`config.mk`:
```
export PLATFORM = sky130hd
export DESIGN_NAME = axi_burst_beat_gen
export DESIGN_NICKNAME = d
export VERILOG_FILES = /design/src/rtl/axi_pkg.sv /design/src/rtl/axi_burst_beat_gen.sv
export SDC_FILE = /design/constraint.sdc
export NUM_CORES = 1
export LEC_CHECK = 0
export CELL_PAD_IN_SITES_DETAIL_PLACEMENT = 1
export CELL_PAD_IN_SITES_GLOBAL_PLACEMENT = 1
export CORE_UTILIZATION = 40
export CTS_BUF_LIST = sky130_fd_sc_hd__clkbuf_4 sky130_fd_sc_hd__clkbuf_8
export CTS_CLUSTER_DIAMETER = 150
export DETAILED_ROUTE_END_ITERATION = 8
export PLACE_DENSITY = 0.8
export SLEW_MARGIN = 0
export SYNTH_ARGS = -nofsm -noshare
export SYNTH_HDL_FRONTEND = slang
export SYNTH_SLANG_ARGS = --single-unit
```
`constraint.sdc`:
```
create_clock -name clk_i -period 6.8 [get_ports clk_i]
set_input_delay 1.36 -clock clk_i [delete_from_list [all_inputs] [get_ports clk_i]]
set_output_delay 1.36 -clock clk_i [all_outputs]
set_load 0.01 [all_outputs]
```
`src/rtl/axi_pkg.sv`:
```
// ---------------------------------------------------------------------------
// axi_pkg: AXI burst types plus beat address/strobe/legality helpers.
// Rev 1.0 - initial release
// ---------------------------------------------------------------------------
`default_nettype none

package axi_pkg;

  // Helpers work at the widest supported geometry; callers truncate.
  localparam int MAX_ADDR_W = 128;
  localparam int MAX_STRB_W = 128;

  typedef logic [7:0]            len_t;
  typedef logic [2:0]            size_t;
  typedef logic [1:0]            burst_t;
  typedef logic [MAX_ADDR_W-1:0] addr_t;
  typedef logic [MAX_STRB_W-1:0] strb_t;

  localparam burst_t BURST_FIXED = 2'b00;
  localparam burst_t BURST_INCR  = 2'b01;
  localparam burst_t BURST_WRAP  = 2'b10;

  typedef enum logic {
    ST_IDLE  = 1'b0,
    ST_BURST = 1'b1
  } state_t;

  function automatic addr_t size_bytes(size_t size);
    return addr_t'(1) << size;
  endfunction

  function automatic addr_t align_addr(addr_t addr, size_t size);
    return addr & ~(size_bytes(size) - addr_t'(1));
  endfunction

  function automatic addr_t wrap_total(size_t size, len_t len);
    return (addr_t'(len) + addr_t'(1)) << size;
  endfunction

  // Only meaningful for legal WRAP bursts, where the total is a power of two.
  function automatic addr_t wrap_boundary(addr_t addr, size_t size, len_t len);
    return addr & ~(wrap_total(size, len) - addr_t'(1));
  endfunction

  function automatic addr_t next_beat_addr(addr_t addr, size_t size, len_t len, burst_t burst);
    addr_t nxt;
    case (burst)
      BURST_FIXED: nxt = addr;
      BURST_WRAP:  nxt = wrap_boundary(addr, size, len) |
                         ((addr + size_bytes(size)) & (wrap_total(size, len) - addr_t'(1)));
      default:     nxt = align_addr(addr, size) + size_bytes(size);
    endcase
    return nxt;
  endfunction

  // First beat starts at the unaligned offset and ends at the aligned container end.
  function automatic strb_t beat_strb(addr_t addr, size_t size, logic first, int strb_width);
    int         lo;
    int         hi;
    int         nbytes;
    logic [6:0] al_lo;
    strb_t      s;
    nbytes = 1 << size;
    al_lo  = addr[6:0] & ~7'(nbytes - 1);
    lo     = int'(addr[6:0]) & (strb_width - 1);
    if (first) hi = (int'(al_lo) & (strb_width - 1)) + nbytes - 1;
    else       hi = lo + nbytes - 1;
    s = '0;
    for (int i = 0; i < MAX_STRB_W; i++) begin
      if (i >= lo && i <= hi && i < strb_width) s[i] = 1'b1;
    end
    return s;
  endfunction

  function automatic logic burst_legal(addr_t addr, len_t len, size_t size, burst_t burst,
                                       int strb_width);
    logic  ok;
    addr_t last_byte;
    ok        = 1'b1;
    last_byte = '0;
    if ((1 << size) > strb_width) ok = 1'b0;
    case (burst)
      BURST_FIXED: if (len > 8'd15) ok = 1'b0;
      BURST_INCR: begin
        last_byte = align_addr(addr, size) + ((addr_t'(len) + addr_t'(1)) << size) - addr_t'(1);
        if (last_byte[MAX_ADDR_W-1:12] != addr[MAX_ADDR_W-1:12]) ok = 1'b0;
      end
      BURST_WRAP: begin
        if (!(len inside {8'd1, 8'd3, 8'd7, 8'd15})) ok = 1'b0;
        if ((addr & (size_bytes(size) - addr_t'(1))) != '0) ok = 1'b0;
      end
      default: ok = 1'b0;
    endcase
    return ok;
  endfunction

endpackage

`default_nettype wire

```
`src/rtl/axi_burst_beat_gen.sv`:
```
// ---------------------------------------------------------------------------
// axi_burst_beat_gen: expands one AXI burst request into per-beat addr/strobe.
// Rev 1.0 - initial release
// ---------------------------------------------------------------------------
`default_nettype none

module axi_burst_beat_gen
  import axi_pkg::*;
#(
  parameter  int AddrWidth = 64,
  parameter  int DataWidth = 64,
  localparam int StrbWidth = DataWidth / 8
) (
  input  logic                 clk_i,
  input  logic                 rst_i,
  input  logic                 req_valid_i,
  output logic                 req_ready_o,
  input  logic [AddrWidth-1:0] req_addr_i,
  input  logic [7:0]           req_len_i,
  input  logic [2:0]           req_size_i,
  input  logic [1:0]           req_burst_i,
  output logic                 beat_valid_o,
  input  logic                 beat_ready_i,
  output logic [AddrWidth-1:0] beat_addr_o,
  output logic [StrbWidth-1:0] beat_strb_o,
  output logic [7:0]           beat_idx_o,
  output logic                 beat_last_o,
  output logic                 err_o
);

  state_t                 state,     state_n;
  logic [AddrWidth-1:0]   cur_addr,  addr_n;
  logic [StrbWidth-1:0]   cur_strb,  strb_n;
  len_t                   cur_idx,   idx_n;
  len_t                   cur_len,   len_n;
  size_t                  cur_size,  size_n;
  burst_t                 cur_burst, burst_n;
  logic                   cur_last,  last_n;
  logic                   err,       err_n;

  logic                   hs_last;
  logic                   accept;
  logic                   legal;
  logic [AddrWidth-1:0]   step_addr;

  assign beat_valid_o = (state == ST_BURST);
  assign hs_last      = beat_valid_o && cur_last && beat_ready_i;
  assign req_ready_o  = (state == ST_IDLE) || hs_last;
  assign accept       = req_valid_i && req_ready_o;

  assign legal     = burst_legal(addr_t'(req_addr_i), req_len_i, req_size_i, req_burst_i,
                                 StrbWidth);
  assign step_addr = AddrWidth'(next_beat_addr(addr_t'(cur_addr), cur_size, cur_len, cur_burst));

  assign beat_addr_o = cur_addr;
  assign beat_strb_o = cur_strb;
  assign beat_idx_o  = cur_idx;
  assign beat_last_o = cur_last;
  assign err_o       = err;

  always_ff @(posedge clk_i) begin
    if (rst_i) begin
      state     <= ST_IDLE;
      cur_addr  <= '0;
      cur_strb  <= '0;
      cur_idx   <= '0;
      cur_len   <= '0;
      cur_size  <= '0;
      cur_burst <= '0;
      cur_last  <= 1'b0;
      err       <= 1'b0;
    end else begin
      state     <= state_n;
      cur_addr  <= addr_n;
      cur_strb  <= strb_n;
      cur_idx   <= idx_n;
      cur_len   <= len_n;
      cur_size  <= size_n;
      cur_burst <= burst_n;
      cur_last  <= last_n;
      err       <= err_n;
    end
  end

  always_comb begin
    state_n = state;
    addr_n  = cur_addr;
    strb_n  = cur_strb;
    idx_n   = cur_idx;
    len_n   = cur_len;
    size_n  = cur_size;
    burst_n = cur_burst;
    last_n  = cur_last;
    err_n   = 1'b0;

    if (state == ST_BURST && beat_ready_i) begin
      if (cur_last) begin
        state_n = ST_IDLE;
      end else begin
        addr_n = step_addr;
        strb_n = StrbWidth'(beat_strb(addr_t'(step_addr), cur_size, 1'b0, StrbWidth));
        idx_n  = cur_idx + 8'd1;
        last_n = ((cur_idx + 8'd1) == cur_len);
      end
    end

    // A request can only be taken in IDLE or on the last-beat handshake,
    // so it always overrides the end-of-burst return to IDLE above.
    if (accept) begin
      if (legal) begin
        state_n = ST_BURST;
        addr_n  = req_addr_i;
        strb_n  = StrbWidth'(beat_strb(addr_t'(req_addr_i), req_size_i, 1'b1, StrbWidth));
        idx_n   = '0;
        last_n  = (req_len_i == 8'd0);
        len_n   = req_len_i;
        size_n  = req_size_i;
        burst_n = req_burst_i;
      end else begin
        state_n = ST_IDLE;
        err_n   = 1'b1;
      end
    end
  end

endmodule

`default_nettype wire

```
[Word level (Yosys, flattened, before mapping)]
Cells that the tools add are included.
Storage, ports and cells
  bits in registers: 96
  output and inout bits: 84
  bits of input ports: 81
  word-level logic and storage cells: 165
Cells by class
  mux-type cells: 48
  magnitude comparators: 34
  bitwise operators: 13
  reduce and logical (&&, ||, !) cells: 31
  equal/unequal tests: 9
  $add $sub $neg: 15
  shift-type cells: 6
Operator list (count)
  bitwise AND 64 x 128 -> 128 bit: 2
  <= comparator 4 x 32 -> 1 bit (first input constant): 8
  two-way mux 64 bit: 4
  subtractor 128 x 1 -> 128 bit (second input constant): 2
  bitwise AND 64 bit: 3
  adder 128 bit: 1
  adder 64 bit: 2
  <= comparator 3 x 32 -> 1 bit (first input constant): 4
  two-way mux 32 bit: 4
  inverter 128 bit: 1
  inverter 64 bit: 2
  one-hot mux 64 bit (2 select lines): 1
  nonzero test 128 bit: 1
  left shift 1 x 3 -> 128 bit (first input constant): 1
  left shift 9 x 3 -> 128 bit: 1
  subtractor 64 x 1 -> 64 bit (second input constant): 2
  != test 116 x 52 -> 1 bit: 1
  adder 4 x 32 -> 32 bit: 2
  <= comparator 1 x 32 -> 1 bit (first input constant): 2
  <= comparator 2 x 32 -> 1 bit (first input constant): 2
  two-way mux 8 bit: 8
  OR 64 bit: 1
  left shift 1 x 3 -> 32 bit (first input constant): 2
  left shift 1 x 3 -> 64 bit (first input constant): 1
  other kinds (30): 98

[Logic depth before layout (Yosys ltp)]
Gate-level depths: netlist of the first run.
  word-level depth: 18
  gate-level depth with buffers: 32
  mapped depth without buffers: 30

[Least setup slack after synthesis of the first run]
OpenSTA, ideal clock, no wires.
  path kind: in2reg
  start point: in req_size_i[0]
  end point: reg cur_addr[52], in the netlist beat_addr_o[52]
  arrival: 6.936 ns
  setup time: 0.121 ns
  path slack: -0.257 ns
  buffers on the path: 6
  stages on the path: 25
  required time: 6.679 ns
  path through: buf_2 clkbuf_1 clkbuf_1 clkbuf_1 nand2_1 ha_1 o211a_1 ha_1 nand2_1 ha_1 inv_1 ha_1 buf_2 a211oi_1 nor2_1 or2_2 o211ai_1 nand3_1 a2111oi_2 nand4b_1 or4_1 or4_1 o21ai_2 buf_4 mux2_2
Between the ends
  longest elaborated chain between the ends: 11
  elaborated cells on any way between the ends: 20
  those cells by class: add/sub (3); order compare (1); eq/ne (1); shift (3); mux (8); bitwise (3); reduce/logical (1)
RTL lines
  start: declaration: RTL line axi_burst_beat_gen.sv:20  | input logic [2:0] req_size_i,
  left shift 1 x 3 -> 128 bit: RTL line axi_pkg.sv:29  | return addr_t'(1) << size;
  subtractor 128 x 1 -> 128 bit: RTL line axi_pkg.sv:33, axi_pkg.sv:90
  inverter 128 bit: RTL line axi_pkg.sv:33  | return addr & ~(size_bytes(size) - addr_t'(1));
  bitwise AND 64 x 128 -> 128 bit: RTL line axi_pkg.sv:33
  adder 128 bit: RTL line axi_pkg.sv:85  | last_byte = align_addr(addr, size) + ((addr_t'(len) + addr_t'(1)) << size) - addr_t'(1);
  subtractor 128 x 1 -> 128 bit: RTL line axi_pkg.sv:85
  != test 116 x 52 -> 1 bit: RTL line axi_pkg.sv:86  | if (last_byte[MAX_ADDR_W-1:12] != addr[MAX_ADDR_W-1:12]) ok = 1'b0;
  two-way mux 1 bit: RTL line axi_pkg.sv:86
  one-hot mux 1 bit (3 select lines) *: RTL line axi_pkg.sv:82  | case (burst)
  two-way mux 64 bit *: RTL line axi_burst_beat_gen.sv:110  | if (legal) begin
  two-way mux 64 bit *: RTL line axi_burst_beat_gen.sv:109  | if (accept) begin
  end signal: assignment: RTL line axi_burst_beat_gen.sv:74  | cur_addr <= addr_n;
  end: declaration: RTL line axi_burst_beat_gen.sv:32  | logic [AddrWidth-1:0] cur_addr, addr_n;
Mark *: on every way between the ends. The rest lies on a longest branch, timed or not.
A chain may end at the register's enable or synchronous reset.

[Worst setup path in the final report of the first run]
  start point: in req_len_i[0]
  end point: reg cur_addr[63], in the netlist beat_addr_o[63]
Between the ends
  longest elaborated chain between the ends: 9
  elaborated cells on any way between the ends: 18
  those cells by class: add/sub (3); order compare (1); eq/ne (5); shift (1); mux (7); reduce/logical (1)
RTL lines
  start: declaration: RTL line axi_burst_beat_gen.sv:19  | input logic [7:0] req_len_i,
  adder 8 x 1 -> 9 bit: RTL line axi_pkg.sv:85
  left shift 9 x 3 -> 128 bit: RTL line axi_pkg.sv:85
  adder 128 bit: RTL line axi_pkg.sv:85
  subtractor 128 x 1 -> 128 bit: RTL line axi_pkg.sv:85
  != test 116 x 52 -> 1 bit: RTL line axi_pkg.sv:86
  two-way mux 1 bit: RTL line axi_pkg.sv:86
  one-hot mux 1 bit (3 select lines) *: RTL line axi_pkg.sv:82
  two-way mux 64 bit *: RTL line axi_burst_beat_gen.sv:110
  two-way mux 64 bit *: RTL line axi_burst_beat_gen.sv:109
Marked as above.

==> flow_results.org, run 1 <==
** Global route
- The number of antenna violations at the first check in global routing came to 4.
- Remaining global-route overflow :: 0
- Via count of the first global-routing pass :: 24,950
- Global-route total usage across every layer :: 0.427
- Entering global routing, the biggest net connects 64 pins.
- Global-route wire length before repair :: around 160 mm

** Logic synthesis
- Total standard cell area after synthesis :: around 19,000 um^2
- Post-synthesis register bit count :: 96
- Ranking of synthesized cells by area :: sky130_fd_sc_hd__dfxtp_1 (10%), sky130_fd_sc_hd__ha_1 (8.3%), sky130_fd_sc_hd__nand2_1 (7.7%)
- Fraction of synthesis flops using an asynchronous set or reset pin :: 0
- Share of the synthesized area in the top cell type :: 0.102
- The Yosys step of the flow raised 0 warnings.
- Syn nets :: slightly above 3,000
- The share of the Yosys chip area taken by registers is 0.102.
- The netlist uses just under 100 different library cells.
- Flip-flop cell with the highest count after synthesis :: sky130_fd_sc_hd__dfxtp_1
- Number of synthesized flops with an enable pin :: 0
- Mean post-synth cell area :: 6.55 um^2
- Synthesis produced a netlist whose cell count is 2,866.
- Summed over all instances, the cell type with the most area after synthesis is sky130_fd_sc_hd__dfxtp_1.

** Setup path
- Worst-path fanout max :: 8
- The worst setup path is of the in -> reg kind.
- In this design, the stage delay of the slowest critical-path cell is about 0.60 ns.
- On the critical path, the stage with the largest delay is an instance of sky130_fd_sc_hd__or4_4.
- Worst EP required :: just over 7 ns
- Among cell families on the critical path, the largest total delay comes from compound AO/OA/AOI/OAI gates.
- In this design, the critical path's most frequently occurring cell is sky130_fd_sc_hd__buf_4.
- The worst setup path is captured at a register.
- STA classifies the critical path startpoint as an input port.
- STA puts the critical path data arrival time at approximately 7.2 ns.
- Bufs and invs on worst path :: 9

** Clock tree
- For this design, the CTS-stage hold fixing added 0 buffers.
- Buffer type at the clock tree root :: sky130_fd_sc_hd__clkbuf_8
- Inserted Clock Buffers :: 9
- Clock tree from TritonCTS :: yes
- No sink is reached through more buffers than the 2 on the longest clock path.
- The clock reaches the later pin of the worst-skew pair after between 0.4 and 0.5 ns.
- Maximum level of the CTS H-tree :: 3
- Counting every sink on the clock net gives 96.
- CTS clk-pin slew, worst paths :: about 0.12 ns

** Timing
- The worst pin sits at a relative slew slack of 0.221.
- Setup violations remaining at the end of the flow were counted as 1.
- After layout, the worst setup slack is -0.00332 ns.
- F_max :: approximately 150 MHz
- Fin Setup TNS :: -0.00332 ns
- Actual slew at the worst max-slew pin :: 1.16 ns
- The final hold violation count is 0.
- Of the available clock period, the critical path in the final layout requires 1.00.
- The number of pins exceeding their max-slew limit in the final report was 0.
- Worst Clk Skew :: between 0.02 and 0.03 ns
- Post-layout minimum cycle time :: 6.80 ns

** Routing
- The first detailed-routing pass took 7 iterations.
- Uppermost metal layer occupied by signal nets :: met5
- Detail-routed net length per standard cell :: roughly 28 um
- Wire segments on met3 add up to 8.51 mm in the final route.
- After detailed routing, the met2 layer carries ~48 mm of wire.
- Detailed Route Iter0 Violations :: between 3,000 and 4,000
- Routed metal-1 wire length :: 43.9 mm
- After detailed routing, the total wire length is 106 mm.
- Via/cell ratio :: 6.70
- In the routed design, unresolved DRC markers number 0.
- Total number of vias :: around 25,000
- Final antenna-violating net count :: 0

** Final layout
- Of the cells placed in the final design, the portion with a size suffix greater than 1 is 0.163.
- The top cell types in the final layout, fill and taps aside, are sky130_fd_sc_hd__nand2_1 (376), sky130_fd_sc_hd__buf_4 (279), sky130_fd_sc_hd__nor2_1 (247), sky130_fd_sc_hd__a21oi_1 (211), sky130_fd_sc_hd__o21ai_0 (162).
- Number of nets in the finished design :: between 3,000 and 4,000
- Most frequent standard cell in the layout excluding fill and tap cells :: sky130_fd_sc_hd__nand2_1
- Post-route cell area :: 23,800 um^2
- P&R area growth vs syn :: 27.0%
- Fill cells in the final layout number between 5,000 and 6,000.

** Floorplanning
- Die outline area :: approximately 48,000 um^2
- Core Rows :: 78
- Die X-Extent :: approximately 220 um
- Initial Util :: 0.410
- Number of primary I/O pins :: approximately 170
- Overall die height :: 219 um
- Area of the core :: between 40,000 and 50,000 um^2

** Min path
- The min-delay analysis places its worst path in the category reg -> reg.

** Power
- The design draws 2.80 mW.
- The share of total power dissipated in the clock network is 0.145.
- Internal cell power :: ~1.4 mW
- Leak :: 8.93 nW
- P_sw :: ~1.4 mW
- Of the total power, the share spent switching nets is 0.487.
- Sequential cell fraction of total power :: 0.223
- Pwr dens :: 118 nW/um^2
- Across the VDD grid, the largest voltage drop is between 0.1 and 0.15 mV.
- Logic gate share of total power :: 0.632

** Placement
- Final HPWL from detailed placement :: between 80 and 90 mm
- Routability-driven placement congestion ratio :: between 1 and 1.5
- Total placed instance area :: between 20,000 and 25,000 um^2
- In this run the tool buffered the top-level ports with 164 buffer cells.

** Run status
- Violations in the final reports :: setup timing
- Run status :: finished, violations left

** Job
- Number of max-cap violations :: 0
==> registers in the layout, summed over array words and instances (netlist names) <==
| register | cells |
|---|---|
| cur_burst | 2 |
| beat_addr_o | 64 |
| cur_len | 8 |
| beat_idx_o | 8 |
| cur_size | 3 |
| err_o | 1 |
| beat_last_o | 1 |
| beat_valid_o | 1 |
| beat_strb_o | 8 |
==> through the flow <==
step	utilization	setup slack, ns	hold slack, ns	cells
floorplan	-	0.0101	0.489	2866
global placement	0.487	-1.05	0.547	3692
detailed placement	0.487	-1.17	0.569	3692
CTS	0.513	0.00210	0.584	3737
global route	0.520	-0.112	0.612	3753
finish	0.520	-0.00332	0.582	3754
==> synthesized netlist by cell type (17+ instances only) <==
library cell / instances
sky130_fd_sc_hd__o21a_1: 33
sky130_fd_sc_hd__nor2b_1: 28
sky130_fd_sc_hd__nand3_1: 110
sky130_fd_sc_hd__dfxtp_1: 96
sky130_fd_sc_hd__buf_2: 33
sky130_fd_sc_hd__or3_1: 24
sky130_fd_sc_hd__xnor2_1: 74
sky130_fd_sc_hd__nor4_1: 45
sky130_fd_sc_hd__o21ai_1: 17
sky130_fd_sc_hd__mux2i_1: 107
sky130_fd_sc_hd__nor2_1: 254
sky130_fd_sc_hd__a211oi_1: 29
sky130_fd_sc_hd__o21ai_0: 177
sky130_fd_sc_hd__nand4_1: 92
sky130_fd_sc_hd__nor3_1: 104
sky130_fd_sc_hd__inv_1: 134
sky130_fd_sc_hd__nand2b_1: 28
sky130_fd_sc_hd__ha_1: 125
sky130_fd_sc_hd__and3_1: 29
sky130_fd_sc_hd__mux2_1: 22
sky130_fd_sc_hd__a31oi_1: 41
sky130_fd_sc_hd__o211ai_1: 40
sky130_fd_sc_hd__xor2_1: 61
sky130_fd_sc_hd__and2_1: 24
sky130_fd_sc_hd__a21o_1: 21
sky130_fd_sc_hd__a22oi_1: 23
sky130_fd_sc_hd__o2111ai_1: 18
sky130_fd_sc_hd__and4_1: 23
sky130_fd_sc_hd__or2_2: 21
sky130_fd_sc_hd__nand2_1: 383
sky130_fd_sc_hd__clkbuf_1: 142
sky130_fd_sc_hd__a21oi_1: 227
==> power by group through the flow <==
stage | clock network (mW) | logic (mW) | registers, mW
finish | 0.406 | 1.77 | 0.625
global route | 0.424 | 1.85 | 0.625
CTS | 0.404 | 1.62 | 0.621
detailed placement | 0 | 1.47 | 0.634
global placement | 0 | 1.44 | 0.633
floorplan | 0 | 0.763 | 0.609
==> cell families after synthesis <==
family / count (synthesis) / share of synthesized area
simple gates: 1210 / 0.313
buf+inv: 333 / 0.0726
compound gates: 820 / 0.283
flops: 96 / 0.102
xor+xnor: 136 / 0.0639
mux: 143 / 0.0787
fa+ha+maj: 128 / 0.0866
==> worst paths after layout <==
path | from | endpoint | cells after the start | slack (ns)
hold reg to reg | beat_strb_o[2] | beat_strb_o[2] | 3 | 0.58
setup / recovery | req_len_i[0] | beat_addr_o[63] | 27 | -0.003
hold / removal | beat_strb_o[2] | beat_strb_o[2] | 3 | 0.58
setup reg to reg | cur_len[1] | beat_strb_o[1] | 28 | 0.59
==> routing by layer <==
metal	global-route usage	vias to the layer above
met5	0	-
met4	0.190	2
met3	0.0597	280
met2	0.697	1342
met1	0.554	12410
li1	-	11109
==> worst register-to-register path: cells and delay by family (launching register included) <==
| kind | cells | cell delay, ns |
|---|---|---|
| flip-flops | 1 | 0.51 |
| AO/OA/AOI/OAI | 9 | 2.30 |
| multiplexers | 2 | 0.43 |
| buffers and inverters | 2 | 0.16 |
| adder cells (fa/ha/maj) | 4 | 1.07 |
| XOR/XNOR | 2 | 0.31 |
| AND/OR/NAND/NOR | 9 | 1.32 |
==> what timing repair did <==
item	CTS	global route
gates cloned	5	1
buffers inserted	25	15
pin swaps	51	52
resized for setup	144	87
endpoints found under the setup margin	96	95
==> layout make-up <==
type | count | area, um^2 | area share
Timing Repair Buffer | 464 | 4050 | 0.170
Inverter | 138 | 522 | 0.0219
Antenna cell | 3 | 7.51 | 0.000315
Sequential cell | 96 | 1930 | 0.0808
Tap cell | 600 | 751 | 0.0315
Clock buffer | 9 | 124 | 0.00520
Multi-Input combinational cell | 2437 | 16400 | 0.687
Clock inverter | 7 | 73.8 | 0.00310
(Power assumes the default switching activity.)
==> run 2: changes to the inputs <==
--- a/config.mk
+++ b/config.mk
@@ -12,6 +12,7 @@
 export CTS_CLUSTER_DIAMETER = 150
 export DETAILED_ROUTE_END_ITERATION = 8
 export PLACE_DENSITY = 0.8
+export SETUP_SLACK_MARGIN = 0.15
 export SLEW_MARGIN = 0
 export SYNTH_ARGS = -nofsm -noshare
 export SYNTH_HDL_FRONTEND = slang
==> flow_results.org, run 2 (synthesized netlist as in run 1, its figures left out) <==
** Run status
- Run status :: finished, final reports clean (was finished, violations left)

** Global route
- Pin count of the biggest net entering global routing :: 93 (was 64)
- The total track usage was 0.428 (was 0.427).
- Number of antenna violations at the first check in global routing :: 3 (was 4)
- Via count of the first global-routing pass :: 25,166 (was 24,950)
- The first-pass GRT wire length was 156 mm (about the same).
- The final global-route overflow total was 0 (unchanged).

** Final layout
- Post-route cell area :: 24,100 um^2 (was 23,800 um^2)
- The post-layout net count came to 3,389 (was 3,355).
- Fillers :: 5,986 (was 5,960)
- The flip-flop count of the largest register, all copies and words added came to 64 (unchanged).
- Utilization after layout :: 0.526 (was 0.520)
- Filler-free cell count of the finished design :: 3,789 (was 3,754)
- P&R area growth vs syn :: 28.4% (was 27.0%)
- Most frequent cells in the layout: sky130_fd_sc_hd__nand2_1 (376), sky130_fd_sc_hd__buf_4 (303), sky130_fd_sc_hd__nor2_1 (249), sky130_fd_sc_hd__a21oi_1 (214), sky130_fd_sc_hd__o21ai_0 (163) (was sky130_fd_sc_hd__nand2_1 (376), sky130_fd_sc_hd__buf_4 (279), sky130_fd_sc_hd__nor2_1 (247), sky130_fd_sc_hd__a21oi_1 (211), sky130_fd_sc_hd__o21ai_0 (162)).
- The most common cell after layout, fill and taps aside is sky130_fd_sc_hd__nand2_1 (unchanged).
- Fraction of final layout cells with drive strength greater than 1 :: 0.170 (was 0.163)

** Routing
- The count of routing violations after the opening detailed-route iteration is 3,053 (was 3,118).
- Total number of vias :: 25,525 (was 25,143)
- The DRC violation count after routing came to 0 (unchanged).
- The count of nets left with antenna violations after detail routing came to 0 (unchanged).
- Pre-antenna DRT Iters :: 6 (was 7)
- The sum of routed wire length over all layers is 107 mm (was 106 mm).
- The mean number of vias per cell came to 6.74 (was 6.70).
- Detail-routed net length per standard cell :: 28.2 um (about the same)

** Setup path
- The start point of the critical path was req_size_i[0] (was req_len_i[0]).
- The critical path data arrival time was 7.10 ns (was 7.15 ns).
- The beginning of the worst register-to-register path was cur_len[1] (unchanged).
- Length in cells of the worst reg-to-reg path :: 29 (was 28)
- Worst EP required :: 7.13 ns (was 7.14 ns)
- Startpoint types :: input port (unchanged)
- The type of the worst setup path is in -> reg (unchanged).
- Worst-path fanout max :: 7 (was 8)
- The kind of end point of the critical path was a register (unchanged).

** Clock tree
- The insertion delay to the later sink of the worst-skew pair is 0.46 ns (was 0.43 ns).
- The clock net sink count is 96 (unchanged).
- The clock tree from TritonCTS was yes (unchanged).
- Post-CTS Hold Buffers :: 0 (unchanged)
- The CTS clock-pin slew for the worst setup and hold paths is 0.13 ns (was 0.12 ns).
- The number of buffers inserted during clock tree synthesis was 9 (unchanged).
- Buffer levels on the longest clock path :: 2 (unchanged)
- Buffer type at the clock tree root :: sky130_fd_sc_hd__clkbuf_8 (unchanged)
- Maximum level of the CTS H-tree :: 3 (unchanged)

** Job
- The reported max-cap violation count was 0 (unchanged).

** Placement
- The total cell area at the placement stage is 22,500 um^2 (was 22,300 um^2).
- The count of buffers inserted at the top-level ports was 164 (unchanged).
- The routability congestion estimate came to 1.03 (about the same).
- Final HPWL from detailed placement :: 83.6 mm (was 83.3 mm)
- Total instance count after detailed placement :: 3,717 (was 3,692)

** Floorplanning
- Core Rows :: 78 (unchanged)
- Die outline area :: 47,800 um^2 (unchanged)
- The core footprint was 45,800 um^2 (unchanged).
- The effective utilization at floorplan was 0.410 (unchanged).
- The die boundary height is 219 um (unchanged).
- Die X-Extent :: 219 um (unchanged)
- The count of boundary I/O pins was 165 (unchanged).

** Timing
- The clock period minus final worst setup slack came to 6.78 ns (was 6.80 ns).
- Actual slew at the worst max-slew pin :: 1.02 ns (was 1.16 ns)
- Setup repair after global routing missed its margin :: yes
- The number of endpoints failing setup at the final stage was 0 (was 1).
- The worst clock skew came to 0.0279 ns (was 0.0287 ns).
- The worst relative slew slack is 0.311 (was 0.221).
- Fin crit share :: 0.997 (was 1.00)
- The maximum clock frequency is 148 MHz (was 147 MHz).
- The final hold violation count is 0 (unchanged).
- The number of pins exceeding their max-slew limit in the final report came to 0 (unchanged).

** Min path
- HP Class :: reg -> reg (unchanged)
- Start point of the worst hold path :: cur_len[1] (was beat_strb_o[2])
- Hold path depth :: 2 (was 3)

** Power
- Pwr dens :: 118 nW/um^2 (about the same)
- The leakage component of the power was 9.10 nW (was 8.93 nW).
- Peak supply drop :: 0.0988 mV (was 0.111 mV)
- The overall power after layout is 2.85 mW (was 2.80 mW).
-- run 2: metrics by stage --
step	setup WS (ns)	hold WS, ns	TNS, ns
floorplan	0.152	0.489	0
detailed placement	-1.13	0.566	-100.49
CTS	0.157	0.582	0
global route	-0.0670	0.624	-2.30
finish	0.0231	0.587	0
global placement	-1.03	0.541	-91.62
-- run 2: final cells by class --
type,instances,area [um^2],area share
timing repair buffer,498,4420,0.183
antenna,4,10.0,0.000416
multi-input combinational,2437,16200,0.674
tap,600,751,0.0312
clock inverter,7,95.1,0.00395
inverter,138,519,0.0216
sequential,96,1930,0.0800
clock buffer,9,124,0.00514
-- run 2: routing by layer --
metal,global-route usage,routed length [um]
met5,0,13
met4,0.208,5810
met3,0.0672,8980
met2,0.696,48400
met1,0.548,43700
-- run 2: power by group --
part,internal [mW],switching (mW),leakage [nW]
combinational,0.727,1.05,8.21
clock,0.181,0.263,0.111
sequential,0.576,0.0464,0.776
total,1.48,1.36,9.10
-- run 2: final timing paths --
kind                                        end  slack [ns]
worst min-delay path                 cur_len[1]        0.59
worst min register to register       cur_len[1]        0.59
worst max-delay path            beat_addr_o[61]        0.02
worst max register to register   beat_strb_o[3]        0.67
-- run 2: critical path: stages --
cell and delay [ns]:
sky130_fd_sc_hd__buf_4 0.15, sky130_fd_sc_hd__nand2_1 0.09, sky130_fd_sc_hd__or2_2 0.30, sky130_fd_sc_hd__ha_2 0.19
sky130_fd_sc_hd__a21oi_1 0.14, sky130_fd_sc_hd__o211a_1 0.19, sky130_fd_sc_hd__ha_4 0.23, sky130_fd_sc_hd__nand2_2 0.12
sky130_fd_sc_hd__ha_4 0.21, sky130_fd_sc_hd__inv_2 0.06, sky130_fd_sc_hd__ha_4 0.21, sky130_fd_sc_hd__buf_6 0.13
sky130_fd_sc_hd__a211oi_4 0.26, sky130_fd_sc_hd__nor2_2 0.08, sky130_fd_sc_hd__or2_4 0.26, sky130_fd_sc_hd__o211ai_1 0.31
sky130_fd_sc_hd__a31oi_1 0.14, sky130_fd_sc_hd__buf_4 0.17, sky130_fd_sc_hd__o211ai_1 0.35, sky130_fd_sc_hd__a21oi_2 0.12
sky130_fd_sc_hd__or4_1 0.55, sky130_fd_sc_hd__or4_4 0.60, sky130_fd_sc_hd__o21ai_4 0.24, sky130_fd_sc_hd__buf_6 0.17
sky130_fd_sc_hd__buf_12 0.16, sky130_fd_sc_hd__mux2_4 0.31
-- run 2: timing repair --
item,in CTS,in global routing
cloned,3,4
pin swaps,51,33
buffers inserted,29,16
hold endpoints to repair,0,0
setup endpoints to repair,96,94
resized for setup,155,83
